### config.mk
export PLATFORM = sky130hd
export DESIGN_NAME = lcd_controller
export DESIGN_NICKNAME = d
export VERILOG_FILES = /design/src/rtl/lcd_controller.sv
export SDC_FILE = /design/constraint.sdc
export NUM_CORES = 1
export LEC_CHECK = 0
export BUFFER_PORTS_ARGS = -buffer_cell sky130_fd_sc_hd__clkbuf_2
export CAP_MARGIN = 5
export CORE_AREA = 10 10 100 102
export CTS_BUF_LIST = sky130_fd_sc_hd__clkbuf_8
export CTS_CLUSTER_DIAMETER = 120
export CTS_CLUSTER_SIZE = 16
export DETAILED_ROUTE_END_ITERATION = 8
export DIE_AREA = 0 0 110 112
export PLACE_DENSITY = 0.57
export REMOVE_ABC_BUFFERS = 1
export SETUP_SLACK_MARGIN = 0.5
export SLEW_MARGIN = 15
export SYNTH_ARGS = -nofsm -noshare
export SYNTH_HDL_FRONTEND = slang
export SYNTH_SLANG_ARGS = --single-unit
### constraint.sdc
create_clock -name clk -period 4.6 [get_ports clk]
set_input_delay 0.69 -clock clk [delete_from_list [all_inputs] [get_ports clk]]
set_output_delay 0.69 -clock clk [all_outputs]
set_load 0.02 [all_outputs]
### src/rtl/lcd_controller.sv
// HD44780-style character LCD write controller.
// After power-up it plays a fixed six-command init sequence, then accepts
// one command/character write at a time over a valid/ready handshake.
// Every LCD write is SETUP (2 clocks) -> PULSE (EN_CYCLES clocks) -> HOLD.
// For writes that return to IDLE, the final clock of the post-write wait is
// spent in IDLE with req_ready=1. That lets a held req_valid be accepted on
// the clock the wait ends, with no extra idle clock. Between init entries
// HOLD runs the full wait, because there is no handshake cycle to fold in.
module lcd_controller #(
  parameter int POWERUP_CYCLES = 750000,
  parameter int EN_CYCLES      = 12,
  parameter int SHORT_WAIT     = 2000,
  parameter int LONG_WAIT      = 82000
) (
  input  logic       clk,
  input  logic       rst,
  input  logic       req_valid,
  output logic       req_ready,
  input  logic       req_rs,
  input  logic [7:0] req_data,
  output logic       init_done,
  output logic [7:0] lcd_data,
  output logic       lcd_en,
  output logic       lcd_rs,
  output logic       lcd_rw,
  output logic       lcd_on,
  output logic       lcd_blon
);

  localparam int MAX_PL  = (POWERUP_CYCLES > LONG_WAIT) ? POWERUP_CYCLES : LONG_WAIT;
  localparam int MAX_PLS = (MAX_PL > SHORT_WAIT) ? MAX_PL : SHORT_WAIT;
  localparam int MAX_ALL = (MAX_PLS > EN_CYCLES) ? MAX_PLS : EN_CYCLES;
  localparam int CNT_W   = $clog2(MAX_ALL + 1);

  localparam logic [CNT_W-1:0] CNT_ZERO   = {CNT_W{1'b0}};
  localparam logic [CNT_W-1:0] CNT_ONE    = CNT_W'(1);
  localparam logic [CNT_W-1:0] CNT_TWO    = CNT_W'(2);
  localparam logic [CNT_W-1:0] PU_LAST    = CNT_W'(POWERUP_CYCLES - 1);
  localparam logic [CNT_W-1:0] SETUP_LAST = CNT_W'(1);
  localparam logic [CNT_W-1:0] EN_LAST    = CNT_W'(EN_CYCLES - 1);
  localparam logic [CNT_W-1:0] SHORT_LEN  = CNT_W'(SHORT_WAIT);
  localparam logic [CNT_W-1:0] LONG_LEN   = CNT_W'(LONG_WAIT);
  localparam logic [2:0]       LAST_IDX   = 3'd5;

  typedef enum logic [2:0] {
    ST_POWERUP = 3'd0,
    ST_SETUP   = 3'd1,
    ST_PULSE   = 3'd2,
    ST_HOLD    = 3'd3,
    ST_IDLE    = 3'd4
  } state_t;

  state_t           state_r, state_s;
  logic [CNT_W-1:0] cnt_r, cnt_s;
  logic [2:0]       idx_r, idx_s;
  logic             long_r, long_s;
  logic             en_s, rs_s, ready_s, done_s;
  logic [7:0]       data_s;
  logic [CNT_W-1:0] wait_len_s;

  // Init command ROM: function set x3, display on, clear, entry mode.
  function automatic logic [7:0] init_byte(input logic [2:0] i);
    logic [7:0] b;
    case (i)
      3'd0:    b = 8'h38;
      3'd1:    b = 8'h38;
      3'd2:    b = 8'h38;
      3'd3:    b = 8'h0C;
      3'd4:    b = 8'h01;
      3'd5:    b = 8'h06;
      default: b = 8'h00;
    endcase
    return b;
  endfunction

  // Clear-display and return-home commands need the long execution wait.
  function automatic logic needs_long(input logic rs, input logic [7:0] d);
    return (rs == 1'b0) && ((d == 8'h01) || (d == 8'h02) || (d == 8'h03));
  endfunction

  // Next-state and next-output logic for the write sequencer.
  always_comb begin
    state_s    = state_r;
    cnt_s      = cnt_r;
    idx_s      = idx_r;
    long_s     = long_r;
    en_s       = lcd_en;
    rs_s       = lcd_rs;
    data_s     = lcd_data;
    ready_s    = req_ready;
    done_s     = init_done;
    wait_len_s = long_r ? LONG_LEN : SHORT_LEN;
    case (state_r)
      ST_POWERUP: begin
        if (cnt_r == PU_LAST) begin
          state_s = ST_SETUP;
          cnt_s   = CNT_ZERO;
          idx_s   = 3'd0;
          rs_s    = 1'b0;
          data_s  = init_byte(3'd0);
          long_s  = needs_long(1'b0, init_byte(3'd0));
        end else begin
          cnt_s = cnt_r + CNT_ONE;
        end
      end
      ST_SETUP: begin
        if (cnt_r == SETUP_LAST) begin
          state_s = ST_PULSE;
          cnt_s   = CNT_ZERO;
          en_s    = 1'b1;
        end else begin
          cnt_s = cnt_r + CNT_ONE;
        end
      end
      ST_PULSE: begin
        if (cnt_r == EN_LAST) begin
          state_s = ST_HOLD;
          cnt_s   = CNT_ZERO;
          en_s    = 1'b0;
        end else begin
          cnt_s = cnt_r + CNT_ONE;
        end
      end
      ST_HOLD: begin
        if (!init_done && (idx_r != LAST_IDX)) begin
          // More init entries: full wait, then load the next one.
          if (cnt_r == (wait_len_s - CNT_ONE)) begin
            state_s = ST_SETUP;
            cnt_s   = CNT_ZERO;
            idx_s   = idx_r + 3'd1;
            rs_s    = 1'b0;
            data_s  = init_byte(idx_r + 3'd1);
            long_s  = needs_long(1'b0, init_byte(idx_r + 3'd1));
          end else begin
            cnt_s = cnt_r + CNT_ONE;
          end
        end else begin
          // Returning to IDLE: the IDLE clock is the last clock of the wait.
          if (cnt_r == (wait_len_s - CNT_TWO)) begin
            state_s = ST_IDLE;
            cnt_s   = CNT_ZERO;
            done_s  = 1'b1;
            ready_s = 1'b1;
          end else begin
            cnt_s = cnt_r + CNT_ONE;
          end
        end
      end
      ST_IDLE: begin
        if (req_valid && req_ready) begin
          state_s = ST_SETUP;
          cnt_s   = CNT_ZERO;
          rs_s    = req_rs;
          data_s  = req_data;
          long_s  = needs_long(req_rs, req_data);
          ready_s = 1'b0;
        end else begin
          ready_s = init_done;
        end
      end
      default: begin
        state_s = ST_POWERUP;
        cnt_s   = CNT_ZERO;
        idx_s   = 3'd0;
        en_s    = 1'b0;
        ready_s = 1'b0;
        done_s  = 1'b0;
      end
    endcase
  end

  // State, counters and all outputs are registered here.
  always_ff @(posedge clk) begin
    if (rst) begin
      state_r   <= ST_POWERUP;
      cnt_r     <= CNT_ZERO;
      idx_r     <= 3'd0;
      long_r    <= 1'b0;
      lcd_en    <= 1'b0;
      lcd_rs    <= 1'b0;
      lcd_data  <= 8'h00;
      lcd_on    <= 1'b0;
      lcd_rw    <= 1'b0;
      lcd_blon  <= 1'b0;
      req_ready <= 1'b0;
      init_done <= 1'b0;
    end else begin
      state_r   <= state_s;
      cnt_r     <= cnt_s;
      idx_r     <= idx_s;
      long_r    <= long_s;
      lcd_en    <= en_s;
      lcd_rs    <= rs_s;
      lcd_data  <= data_s;
      lcd_on    <= 1'b1;
      lcd_rw    <= 1'b0;
      lcd_blon  <= 1'b0;
      req_ready <= ready_s;
      init_done <= done_s;
    end
  end

endmodule

Word-level counts from Yosys, hierarchy flattened
Cells that the tools add are included.

Register bits: 40. Bits in latches: 0. Memories kept: 0. Input port bits: 12. Output and inout bits: 15. Bits in writable memories: 0. Memory bits (read-only): 0.

Order comparisons: 0. Bitwise logic cells: 5. Multiply operators: 0. Div/mod/pow operators: 0. Reductions and logical operators: 22. Add/sub/neg operators: 4. Mux-type cells: 46. Equality and inequality tests: 31. Shift-type cells: 0.

Operators by type and width (number): $mux 20 (7); $pmux 20 s5 (1); $eq 20x20->1 (2); $mux 8 (5); $eq 8x2->1 const B (4); $mux 3 (10); $pmux 6 s4 (1); $pmux 8 s3 (1); $add 20x1->20 const B (1); $eq 20x1->1 const B (1); $eq 20x20->1 const B (1); $eq 20x4->1 const B (1); $sub 17x1->18 const B (1); $sub 17x2->18 const B (1); $mux 17 (1); $eq 8x1->1 const B (2); $ne 2x2->1 const B (8); $pmux 3 s5 (1); $mux 1 (13); $eq 3x2->1 const B (4); $pmux 1 s3 (4); $reduce_or 3->1 (4); $eq 3x3->1 const B (3); $ne 3x3->1 const B (3); other kinds (15) (28).

Depth between registers and ports, before layout
Depth after elaboration: 13. Depth in mapped cells: 10.

Least setup slack after synthesis
No wires, ideal clock.

Path kind: flip-flop to flip-flop. From: register cnt_r[7]. To: register cnt_r[17]. Setup time: 131 ps. Period minus slack after synthesis: 2163 ps. Slack: 2437 ps. Path buffers: 3. Arrival: 2032 ps. Required time: 4469 ps. Cell stages (with the launch flop): 10. Cell sequence: dfxtp_1 buf_2 or4_1 nor4_4 a31oi_1 a211o_1 buf_6 buf_6 nand4_1 o311ai_1.

Cells in the longest elaborated chain, start to end: 4. Elaborated cells between the ends (all ways): 13. Classes of those cells: add/sub (1); eq/ne (5); mux (7).

RTL lines: start: declaration (RTL line 54) `logic [CNT_W-1:0] cnt_r, cnt_s;`; start signal: assignment (RTL line 189) `cnt_r <= cnt_s;`; $add 20x1->20 (tied with other cells); $mux 20 (on tied branches) (RTL line 139, 127); $mux 20 (RTL line 125) `if (!init_done && (idx_r != LAST_IDX)) begin`; $pmux 20 s5 (*) (RTL line 93) `case (state_r)`.

Mark *: on every way between the ends. The rest lies on a longest branch, timed or not. A chain may end at the register's enable or synchronous reset.

Final worst setup path
From: register cnt_r[0]. To: register cnt_r[16].

Same word-level chain as after synthesis.

==> metrics.yaml <==
cp_max_fo: 22
hold_viol: 0
p_per_area_nw_per_um2: 361.2
cts-root-buf: "clkbuf_8"
cts_tree: "done"
drive_above_1_share_pct: 12.79
ir_worst_vdd_mv: 0.1373
die_h_um: 112
ys_seq_area_share_pct: 34.01
rsz0062_at_grt: "false"
cts.reportedPaths.clkPinSlew_ns: 0.08
core_area_sq_um: 8051
cts_buffers: 5
track_usage_pct: 9.598
hp-class: "reg2reg"
ys.flop_type: "dfxtp_1"
avgViaCountPerCell: 5.280
syn-instance-count: 291
status: "finished clean"
grt_pass1_wl_mm: 9.942
met1_length_mm: 3.039
diodes: 0
seq_area_sq_um: 800.8
start_util_pct: 29.25
dp.cells: 403
synth.top_cell.area_share_pct: 34.01
dr_wl_met2_mm: 2.439
synth_edf_count: 0
maxCapViolCount: 0
leakage_uw: 0.0009038
synthXorXnorAreaFrac_pct: 2.976
cts.repair.resized: 0
worstPathRequired_ns: 4.78
slew_violations: 0
fillers: 873
fin_crit_ns: 3.082
drtIter0Drc: 115
syn_to_final_growth_pct: 10.73
fin_cells: 410
yosys.area_share.simple_pct: 30.45
dieArea_sq_um: 12320
slew_headroom_pct: 25.29
syn_area_sq_um: 2355
syn_area_per_cell_sq_um: 8.092
gp_congestion: 0.8112
antenna_found_initial: 0
cts_num_sinks: 40
final_area_sq_um: 2608
num_vias: 2165
synth_fa_ha_area_share_pct: 4.782
fin_skew_ns: 0.005818
clock_path_buffers: 2
netlist.top_cell.by_area: "dfxtp_1"
wl_per_cell_um: 14.35
setup_viol: 0
synth_mux_area_share_pct: 3.879
ant_nets: 0
remaining_drc_errors: 0
rows: 33
top_layer_used: "met4"
ys_ff_latch: 40
cp.arrival_ns: 3.27
worst_pin_slew_ns: 1.117
synthTopCellsByArea: "dfxtp_1 (34%), ha_1 (4.8%), nand2_1 (4.8%)"
max_freq_mhz: 324.5
first_pass_iters: 4
hpwl_mm: 4.334
clk_latency_ns: 0.29
synth_compound_gate_area_share_pct: 17.59
multi_input_area_sq_um: 1425
grt_pass1_vias: 2004
grt_max_degree: 24
criticalPathCategory: "reg2reg"
async_flop_share_pct: 0
r2r_cells: 7
io_pins: 27
io_buffers: 24
period_share_pct: 67.00
synth.distinct_cells: 53
routed_wl_mm: 5.882
yosysWarningCount: 0
gr-total-overflow: 0
htree_levels: 2
wl_met3_um: 352
whs_path_depth: 2
placedInstanceArea_sq_um: 2522
holdBufCountCts: 0
crit_path_start_kind: "flop"
synth_top_family_by_area: "simple AND/OR/NAND/NOR gates"
post_cts_buffers: 0
die_w_um: 110
cp-end-kind: "flop"
layout.nets: 326
setup_tns_ns: 0
per-layer routing:
metal  up-vias  GRT usage [%]
li1       1106              -
met2        35          14.27
met1      1019          13.17
met5         -              0
met3         5          2.768
met4         0          2.344
state kept, by name, summed over array words and instances (netlist names):
signal / cells
init_done: 1
lcd_data: 8
cnt_r: 20
lcd_en: 1
state_r: 3
lcd_on: 1
req_ready: 1
lcd_rs: 1
idx_r: 3
long_r: 1
synth_stat cells (2+ instances only):
cell and number:
o22ai_1 2, dfxtp_1 40, nand3_1 19, mux2i_1 8
buf_2 5, and2_1 2, and3_1 3, buf_4 2
nor2_1 21, a211oi_1 11, a31oi_1 10, nor4b_1 2
o211ai_1 2, xnor2_1 4, inv_1 11, and4_1 2
buf_6 2, nand2_1 30, or2_2 2, or3_1 2
o311ai_0 2, nand3b_1 2, nand2b_1 7, xor2_1 4
o2111ai_1 2, o21ai_0 11, nor4_1 4, a22oi_1 2
ha_1 9, clkbuf_1 10, a21oi_1 12, nor3_1 10
a21o_1 2, nand4_1 15
cell type report:
cell class                 instances  area share (%)
clock buffer                       5           2.639
clock inverter                     2          0.3359
inverter                          12           1.727
multi-input combinational        221           54.65
sequential                        40           30.71
tap                              105           5.038
timing repair buffer              25           4.894
cells in the final DEF (no fill, tap or decap), types with 3 or more instances in the layout:
cell       n
a211oi_1  10
dfxtp_1   40
nand2_1   30
clkbuf_2  24
clkbuf_8   5
nor2_1    21
nand4_1   15
nor3_1    10
o21ai_0   11
nor4_1     4
xor2_1     4
inv_1     12
a31oi_1   10
a21oi_1   12
mux2i_1    8
xnor2_1    4
ha_1       9
and3_1     3
nand2b_1   7
nand3_1   19
power breakdown:
| part | switching (uW) | internal, uW |
|---|---|---|
| Combinational | 195 | 116 |
| Sequential | 36.1 | 376 |
| Clock | 118 | 101 |
stage by stage:
stage / total power [uW] / setup slack, ns / util, % / hold WS, ns
CTS: 948.2 / 1.569 / 32.29 / 0.4820
finish: 941.7 / 1.518 / 32.39 / 0.4778
floorplan: 637.0 / 1.765 / - / 0.4716
detailed placement: 728.4 / 1.576 / 31.33 / 0.4682
global route: 1009 / 1.202 / 32.39 / 0.5061
global placement: 722.2 / 1.678 / 31.33 / 0.4562
worst paths after layout:
check	from	to	slack, ns
setup reg to reg	cnt_r[0]$_SDFFE_PP0P_	cnt_r[16]$_SDFFE_PP0P_	1.52
hold reg to reg	lcd_data[6]$_SDFFE_PP0P_	lcd_data[6]$_SDFFE_PP0P_	0.48
hold / removal	lcd_data[6]$_SDFFE_PP0P_	lcd_data[6]$_SDFFE_PP0P_	0.48
setup / recovery	cnt_r[0]$_SDFFE_PP0P_	cnt_r[16]$_SDFFE_PP0P_	1.52
kinds of logic (layout without fill, tap and decap cells):
| kind of cell | count (synthesis) | in the layout |
|---|---|---|
| adders and majority gates | 9 | 9 |
| AOI/OAI and AO/OA | 63 | 63 |
| other | 1 | 2 |
| and+or+nand+nor | 130 | 130 |
| xor gates and xnor gates | 8 | 8 |
| muxes | 9 | 9 |
| buffers and inverters | 31 | 44 |
| DFF | 40 | 40 |
critical path: stages (launching register included):
cell and delay [ns]:
dfxtp_1 0.37, ha_1 0.30, nand4_1 0.16, nor4_1 0.08, a211oi_1 0.53, a211o_1 0.67
nand2_1 0.44, o311ai_0 0.41
Power figures use the tool's default switching activity.
